<file path="config.mk">
export PLATFORM = sky130hd
export DESIGN_NAME = vga_sync_gen
export DESIGN_NICKNAME = d
export VERILOG_FILES = /design/src/rtl/vga_sync_gen.sv
export SDC_FILE = /design/constraint.sdc
export NUM_CORES = 1
export LEC_CHECK = 0
export BUFFER_PORTS_ARGS = -buffer_cell sky130_fd_sc_hd__buf_2
export CAP_MARGIN = 20
export CORE_MARGIN = 4
export CORE_UTILIZATION = 50
export CTS_BUF_LIST = sky130_fd_sc_hd__clkbuf_16
export DETAILED_ROUTE_END_ITERATION = 7
export MAX_ROUTING_LAYER = met4
export PLACE_DENSITY = 0.72
export SLEW_MARGIN = 20
export SYNTH_ARGS = -nofsm -noshare
export SYNTH_HDL_FRONTEND = slang
export SYNTH_SLANG_ARGS = --single-unit
</file>
<file path="constraint.sdc">
create_clock -name i_Clk -period 5.3 [get_ports i_Clk]
set_clock_uncertainty 0.1 [all_clocks]
set_input_delay 0.53 -clock i_Clk [delete_from_list [all_inputs] [get_ports i_Clk]]
set_output_delay 0.53 -clock i_Clk [all_outputs]
set_load 0.02 [all_outputs]
</file>
<file path="src/rtl/vga_sync_gen.sv">
`default_nettype none
// ============================================================================
//  Module      : vga_sync_gen
//  Description : Free-running 640x480@60 Hz VGA timing generator, one pixel
//                per clock. Supplies pixel coordinates, the active-video flag,
//                active-low HSync/VSync and a once-per-frame tick.
//  Revision    : 1.0  initial release
// ----------------------------------------------------------------------------
//  Ports
//    i_Clk         in   1   pixel clock, all logic on the rising edge
//    i_Rst_n       in   1   asynchronous active-low reset
//    pixel_x       out  10  horizontal count, 0..H_TOTAL-1
//    pixel_y       out  10  vertical count,   0..V_TOTAL-1
//    display_area  out  1   high while (pixel_x,pixel_y) is a visible pixel
//    o_HSync       out  1   active-low horizontal sync
//    o_VSync       out  1   active-low vertical sync
//    o_Frame_Tick  out  1   one-cycle pulse at pixel (0,0) of every frame
// ============================================================================
module vga_sync_gen #(
  parameter int H_ACTIVE = 640,
  parameter int H_FP     = 16,
  parameter int H_SYNC   = 96,
  parameter int H_BP     = 48,
  parameter int V_ACTIVE = 480,
  parameter int V_FP     = 10,
  parameter int V_SYNC   = 2,
  parameter int V_BP     = 33
) (
  input  logic       i_Clk,
  input  logic       i_Rst_n,
  output logic [9:0] pixel_x,
  output logic [9:0] pixel_y,
  output logic       display_area,
  output logic       o_HSync,
  output logic       o_VSync,
  output logic       o_Frame_Tick
);

  localparam int c_H_TOTAL = H_ACTIVE + H_FP + H_SYNC + H_BP;
  localparam int c_V_TOTAL = V_ACTIVE + V_FP + V_SYNC + V_BP;

  localparam logic [9:0] c_H_LAST = 10'(c_H_TOTAL - 1);
  localparam logic [9:0] c_V_LAST = 10'(c_V_TOTAL - 1);

  // Region bounds are held at 11 bits: a sync pulse that ends exactly at a
  // 1024-count total would not fit in the 10-bit counter width.
  localparam logic [10:0] c_H_ACT_END  = 11'(H_ACTIVE);
  localparam logic [10:0] c_HS_START   = 11'(H_ACTIVE + H_FP);
  localparam logic [10:0] c_HS_END     = 11'(H_ACTIVE + H_FP + H_SYNC);
  localparam logic [10:0] c_V_ACT_END  = 11'(V_ACTIVE);
  localparam logic [10:0] c_VS_START   = 11'(V_ACTIVE + V_FP);
  localparam logic [10:0] c_VS_END     = 11'(V_ACTIVE + V_FP + V_SYNC);

  logic [9:0] r_h;
  logic [9:0] r_v;
  logic       r_de;
  logic       r_hs_n;
  logic       r_vs_n;
  logic       r_tick;

  logic        w_h_wrap;
  logic        w_v_wrap;
  logic [9:0]  w_h_next;
  logic [9:0]  w_v_next;
  logic [10:0] w_h_ext;
  logic [10:0] w_v_ext;
  logic        w_de_next;
  logic        w_hs_n_next;
  logic        w_vs_n_next;
  logic        w_tick_next;

  // Next counter values.
  assign w_h_wrap = (r_h == c_H_LAST);
  assign w_v_wrap = (r_v == c_V_LAST);
  assign w_h_next = w_h_wrap ? 10'd0 : (r_h + 10'd1);
  assign w_v_next = !w_h_wrap ? r_v :
                    (w_v_wrap ? 10'd0 : (r_v + 10'd1));

  assign w_h_ext = {1'b0, w_h_next};
  assign w_v_ext = {1'b0, w_v_next};

  // Flags are decoded from the *next* coordinates so that, once registered,
  // they describe the same pixel as the registered coordinates.
  assign w_de_next   = (w_h_ext < c_H_ACT_END) && (w_v_ext < c_V_ACT_END);
  assign w_hs_n_next = !((w_h_ext >= c_HS_START) && (w_h_ext < c_HS_END));
  assign w_vs_n_next = !((w_v_ext >= c_VS_START) && (w_v_ext < c_VS_END));
  assign w_tick_next = (w_h_next == 10'd0) && (w_v_next == 10'd0);

  // Reset parks the generator on the last blanking pixel of a frame, so the
  // first edge after release lands on (0,0) and raises the frame tick.
  always_ff @(posedge i_Clk or negedge i_Rst_n) begin
    if (!i_Rst_n) begin
      r_h    <= c_H_LAST;
      r_v    <= c_V_LAST;
      r_de   <= 1'b0;
      r_hs_n <= 1'b1;
      r_vs_n <= 1'b1;
      r_tick <= 1'b0;
    end else begin
      r_h    <= w_h_next;
      r_v    <= w_v_next;
      r_de   <= w_de_next;
      r_hs_n <= w_hs_n_next;
      r_vs_n <= w_vs_n_next;
      r_tick <= w_tick_next;
    end
  end

  assign pixel_x      = r_h;
  assign pixel_y      = r_v;
  assign display_area = r_de;
  assign o_HSync      = r_hs_n;
  assign o_VSync      = r_vs_n;
  assign o_Frame_Tick = r_tick;

endmodule
`default_nettype wire

</file>
== Word level (Yosys, flattened, before mapping) ==
Index checks and enable logic that the tools add are counted.

* Register bits after elaboration: 24
* Input bits: 2
* Output and inout bits: 24
* Word-level logic and storage cells: 27

* Add/subtract/negate cells: 2
* Order comparisons: 6
* Equality and inequality tests: 2
* Mux-type cells: 3
* Reduce and logical (&&, ||, !) cells: 8

{| class="wikitable"
|+ Operators by type and width
! operator !! number
|-
| $mux 10 || 3
|-
| $add 10x1->10 const B || 2
|-
| $eq 10x10->1 const B || 2
|-
| $logic_not 10->1 || 2
|-
| $lt 10x10->1 const B || 2
|-
| $lt 10x9->1 const B || 2
|-
| $ge 10x10->1 const B || 1
|-
| $ge 10x9->1 const B || 1
|-
| $logic_and 1x1->1 || 4
|-
| $logic_not 1->1 || 2
|}

== Depth between registers and ports, before layout ==
* Word-level depth: 6
* Mapped depth: 9
* Depth with buffers taken out: 8

== Worst setup path after synthesis ==
Ideal clock, no wire load.

* Kind: register -> register
* Start point: reg r_h[0], in the netlist pixel_x[0]
* End point: reg r_tick, in the netlist o_Frame_Tick
* Library setup time: 66 ps
* Data arrival time: 2286 ps
* Data required time: 5134 ps
* Path slack: 2848 ps
* Cell stages (with the launch flop): 8
* Period minus slack after synthesis: 2452 ps
* Cell sequence: dfstp_2 > ha_1 > nand4_1 > or3_4 > buf_6 > a2111oi_4 > and4bb_1 > and3_1

* Word-level cells in the longest chain between the ends: 4
* Elaborated cells on any way between the ends: 7

{| class="wikitable"
|+ Ends and longest elaborated chain
! item !! line !! text
|-
| start: declaration || 54 || <nowiki>logic [9:0] r_h;</nowiki>
|-
| start signal: assignment || 93 || <nowiki>r_h <= c_H_LAST;</nowiki>
|-
| start signal: assignment || 100 || <nowiki>r_h <= w_h_next;</nowiki>
|-
| $add 10x1->10 or $eq 10x10->1 (tied branches) || 75, 73 ||
|-
| $mux 10, on equally long branches || 75, 76 ||
|-
| $logic_not 10->1 || 87 || <nowiki>assign w_tick_next = (w_h_next == 10'd0) && (w_v_next == 10'd0);</nowiki>
|-
| $logic_and 1x1->1 * || 87 ||
|-
| net w_tick_next || 70 || <nowiki>logic w_tick_next;</nowiki>
|-
| end signal: assignment || 105 || <nowiki>r_tick <= w_tick_next;</nowiki>
|-
| end: declaration || 59 || <nowiki>logic r_tick;</nowiki>
|}

Mark *: on every way through the listed nets, which the timed path passes. The rest lies on a longest branch.

== Worst setup path in the final report ==
Ends and elaborated chain as after synthesis.

==> metrics.log <==
[metrics] HPWL after detailed placement: 2.58 mm
[metrics] drc violations: 0
[metrics] min Tclk post-route: 2.64 ns
[metrics] Synth Instances: 164
[metrics] cell accounting for the most synthesized area: sky130_fd_sc_hd__dfstp_2
[metrics] Syn Std Cell Area: 1500 sq um
[metrics] count of final hold-check violations: 0
[metrics] Slew @ Worst Pin: 0.619 ns
[metrics] area of the core: 2810 sq um
[metrics] yosys warns: 0
[metrics] average wire per cell in the routed design: 16.0 microns
[metrics] Placer Congestion: 0.966
[metrics] post-route setup TNS: 0 ns
[metrics] die extent in x: 62.8 microns
[metrics] Detail Route Antenna Nets: 0
[metrics] Post-layout nets: 191
[metrics] Post-CTS Setup Bufs: 0
[metrics] result of the run: finished clean
[metrics] TritonCTS buffer count: 3
[metrics] async set-reset flop share out of synthesis: 100%
[metrics] Cell Count Post-Placement: 212
[metrics] pin count of the biggest net entering global routing: 25
[metrics] hold_buf cts: 0
[metrics] register bit count reported by yosys: 24
[metrics] critical path capture point: o_Frame_Tick
[metrics] critical path type: reg -> reg
[metrics] number of buffers on the longest clock path: 2
[metrics] post-cts repair resize count: 0
[metrics] cell depth of the worst flop-to-flop path: 7
[metrics] overall global routing resource usage: 19.3%
[metrics] Core Rows: 19
[metrics] unrepaired setup endpoints after global routing: false
[metrics] number of levels in the clock H-tree: 1
[metrics] starting density of the core: 53.4%
[metrics] Post-Syn Nets: 169
[metrics] clk slew on worst S/H paths: 0.06 ns
[metrics] Die Ht: 62.8 microns
[metrics] first-pass GRT wire length: 5.84 mm
[metrics] slack of the worst reg-to-reg path: 2.66 ns
[metrics] maximum operating frequency: 379 MHz
[metrics] global-route track usage on met1: 26.6%
[metrics] non-filler instance count after layout: 216
[metrics] ranking of synthesized cells by area: sky130_fd_sc_hd__dfstp_2 (21%), sky130_fd_sc_hd__dfrtp_1 (20%), sky130_fd_sc_hd__xnor2_1 (5.8%)
[metrics] maximum fanout along the worst path: 10
[metrics] CP startpoint kind: register
[metrics] number of diodes added for antenna fixing: 0
[metrics] portion of the post-synthesis area used by sequential elements: 41.1%
[metrics] number of global-route vias before repair: 1206
[metrics] summed area of non-filler cells in the final layout: 1710 sq um
[metrics] share of cells above drive strength 1: 25.9%
[metrics] area growth from synthesis to final layout: 14.4%
[metrics] total chip power: 403 uW
[metrics] number of antenna violations at the first check in global routing: 0
[metrics] fin crit share: 49.7%
[metrics] library cells used by synthesis: 42
[metrics] number of vias after detailed routing: 1292
[metrics] total power divided by cell area: 235 nW/um^2
[metrics] final core utilization: 61.1%
[metrics] launching element of the worst setup path: pixel_x[0]
[metrics] CP Capture Type: register
[metrics] final slew viol count: 0
[metrics] worst endpoint required time: 5.35 ns
[metrics] gr ovfl total: 0
[metrics] Root Driver: sky130_fd_sc_hd__clkbuf_16
[metrics] Hold Crit Class: in -> async
[metrics] Peak VDD IR: 0.104 mV
[metrics] 1st-iter DRT viols: 91
[metrics] reg-to-reg startpoint: pixel_x[0]
[metrics] instance area after placement: 1610 sq um
[metrics] capture point of the worst reg-to-reg path: o_Frame_Tick
[metrics] count of endpoints failing setup in the final report: 0
[metrics] Routed WL: 3.46 mm
[metrics] fraction of met3 tracks used by global routing: 3.24%
[metrics] TritonCTS clock tree: built
[metrics] DR vias/cell: 5.98
[metrics] maxcap violations: 0
[metrics] number of primary I/O pins: 26
[metrics] clock insertion delay at the later pin of the skew report: 0.26 ns
[metrics] total of buffers placed on input and output ports: 25
[metrics] CP Data Arrival Time: 2.68 ns
[metrics] first-pass iteration count of the detailed router: 4
[metrics] EDFF count, synth: 0
[metrics] synthesized area divided by synthesized cell count: 9.14 sq um
[metrics] leakage component of the power: 0.720 nW
[metrics] clk sink count: 24
[metrics] DIE AREA: 3940 sq um
[metrics] peak-usage layer in the global routing report: met2
[metrics] Yosys top cell area share: 21.0%
[metrics] worst slew slack as a fraction of its limit: 58.5%
[metrics] global routing met2 resource utilization: 27.3%
[metrics] predominant post-synthesis flop cell: sky130_fd_sc_hd__dfstp_2
where the power goes:
part | internal, mW | switching (mW) | total, mW
registers | 0.184 | 0 | 0.184
clock network | 0.150 | 0.0656 | 0.216
logic | 0.000263 | 0.00324 | 0.00350
total | 0.334 | 0.0688 | 0.403
kinds of logic (layout without fill, tap and decap cells):
logic type / Yosys count / in the layout / synth area share [%]
simple gates: 78 / 78 / 28.9
compound gates: 27 / 27 / 13.1
flops: 24 / 24 / 41.1
buf+inv: 18 / 39 / 6.09
xor+xnor: 13 / 13 / 7.60
fa+ha+maj: 3 / 3 / 2.50
mux: 1 / 1 / 0.751
cell usage in the layout (no fill, tap or decap), types with 4 or more instances in the layout:
cell type,Yosys,final
sky130_fd_sc_hd__nand2_1,15,15
sky130_fd_sc_hd__o21ai_0,7,7
sky130_fd_sc_hd__buf_2,1,25
sky130_fd_sc_hd__inv_1,10,10
sky130_fd_sc_hd__dfstp_2,12,12
sky130_fd_sc_hd__nand4_1,9,9
sky130_fd_sc_hd__nand3_1,12,12
sky130_fd_sc_hd__dfrtp_1,12,12
sky130_fd_sc_hd__a21oi_1,5,5
sky130_fd_sc_hd__nor2_1,16,16
sky130_fd_sc_hd__nor3_1,4,4
sky130_fd_sc_hd__xnor2_1,10,10
final cells by class:
cell class | count | area, sq um
tap | 31 | 38.8
clock inverter | 1 | 30.0
multi-input combinational | 122 | 792
timing repair buffer | 25 | 125
fill | 236 | 1090
sequential | 24 | 616
clock buffer | 3 | 75.1
inverter | 10 | 37.5
flip-flops by register name, indices dropped and copies added, names as in the netlist:
signal and cells:
o_HSync 1, display_area 1, pixel_x 10, o_VSync 1
o_Frame_Tick 1, pixel_y 10
metrics by stage:
step | hold slack (ns) | setup slack (ns)
2_1_floorplan | 0.134 | 2.85
3_3_place_gp | 0.413 | 2.75
3_5_place_dp | 0.409 | 2.70
4_1_cts | 0.155 | 2.68
5_1_grt | 0.184 | 2.39
6_report | 0.137 | 2.66
per-layer routing:
| metal | part of all wire (%) | wire (microns) |
|---|---|---|
| met3 | 4.8 | 166 |
| met2 | 44 | 1530 |
| met5 | 0 | 0 |
| met1 | 48 | 1670 |
| met4 | 2.8 | 96 |
synthesized netlist by cell type (2+ instances only):
library cell / number
sky130_fd_sc_hd__a211oi_1: 3
sky130_fd_sc_hd__a21o_1: 2
sky130_fd_sc_hd__a21oi_1: 5
sky130_fd_sc_hd__and3_1: 3
sky130_fd_sc_hd__buf_6: 3
sky130_fd_sc_hd__clkbuf_1: 4
sky130_fd_sc_hd__dfrtp_1: 12
sky130_fd_sc_hd__dfstp_2: 12
sky130_fd_sc_hd__ha_1: 3
sky130_fd_sc_hd__inv_1: 10
sky130_fd_sc_hd__nand2_1: 15
sky130_fd_sc_hd__nand3_1: 12
sky130_fd_sc_hd__nand4_1: 9
sky130_fd_sc_hd__nor2_1: 16
sky130_fd_sc_hd__nor2b_1: 2
sky130_fd_sc_hd__nor3_1: 4
sky130_fd_sc_hd__nor3b_1: 2
sky130_fd_sc_hd__nor4_1: 3
sky130_fd_sc_hd__o21ai_0: 7
sky130_fd_sc_hd__o31ai_1: 2
sky130_fd_sc_hd__or3_1: 3
sky130_fd_sc_hd__xnor2_1: 10
sky130_fd_sc_hd__xor2_1: 3
worst min-delay path by stage:
stage	from	endpoint	slack, ns
finish	i_Rst_n	pixel_y[8]	0.14
global route	i_Rst_n	pixel_x[5]	0.18
CTS	i_Rst_n	display_area	0.15
detailed placement	pixel_x[0]	pixel_x[0]	0.41
global placement	pixel_x[0]	pixel_x[0]	0.41
floorplan	i_Rst_n	display_area	0.13
critical path: stages (launching register included):
cell	delay (ns)
sky130_fd_sc_hd__dfstp_2	0.56
sky130_fd_sc_hd__ha_1	0.23
sky130_fd_sc_hd__nand4_1	0.32
sky130_fd_sc_hd__nor3_2	0.58
sky130_fd_sc_hd__and3_1	0.31
sky130_fd_sc_hd__a2111oi_4	0.04
sky130_fd_sc_hd__and4bb_1	0.23
sky130_fd_sc_hd__and3_1	0.16
Power figures use the tool's default switching activity.
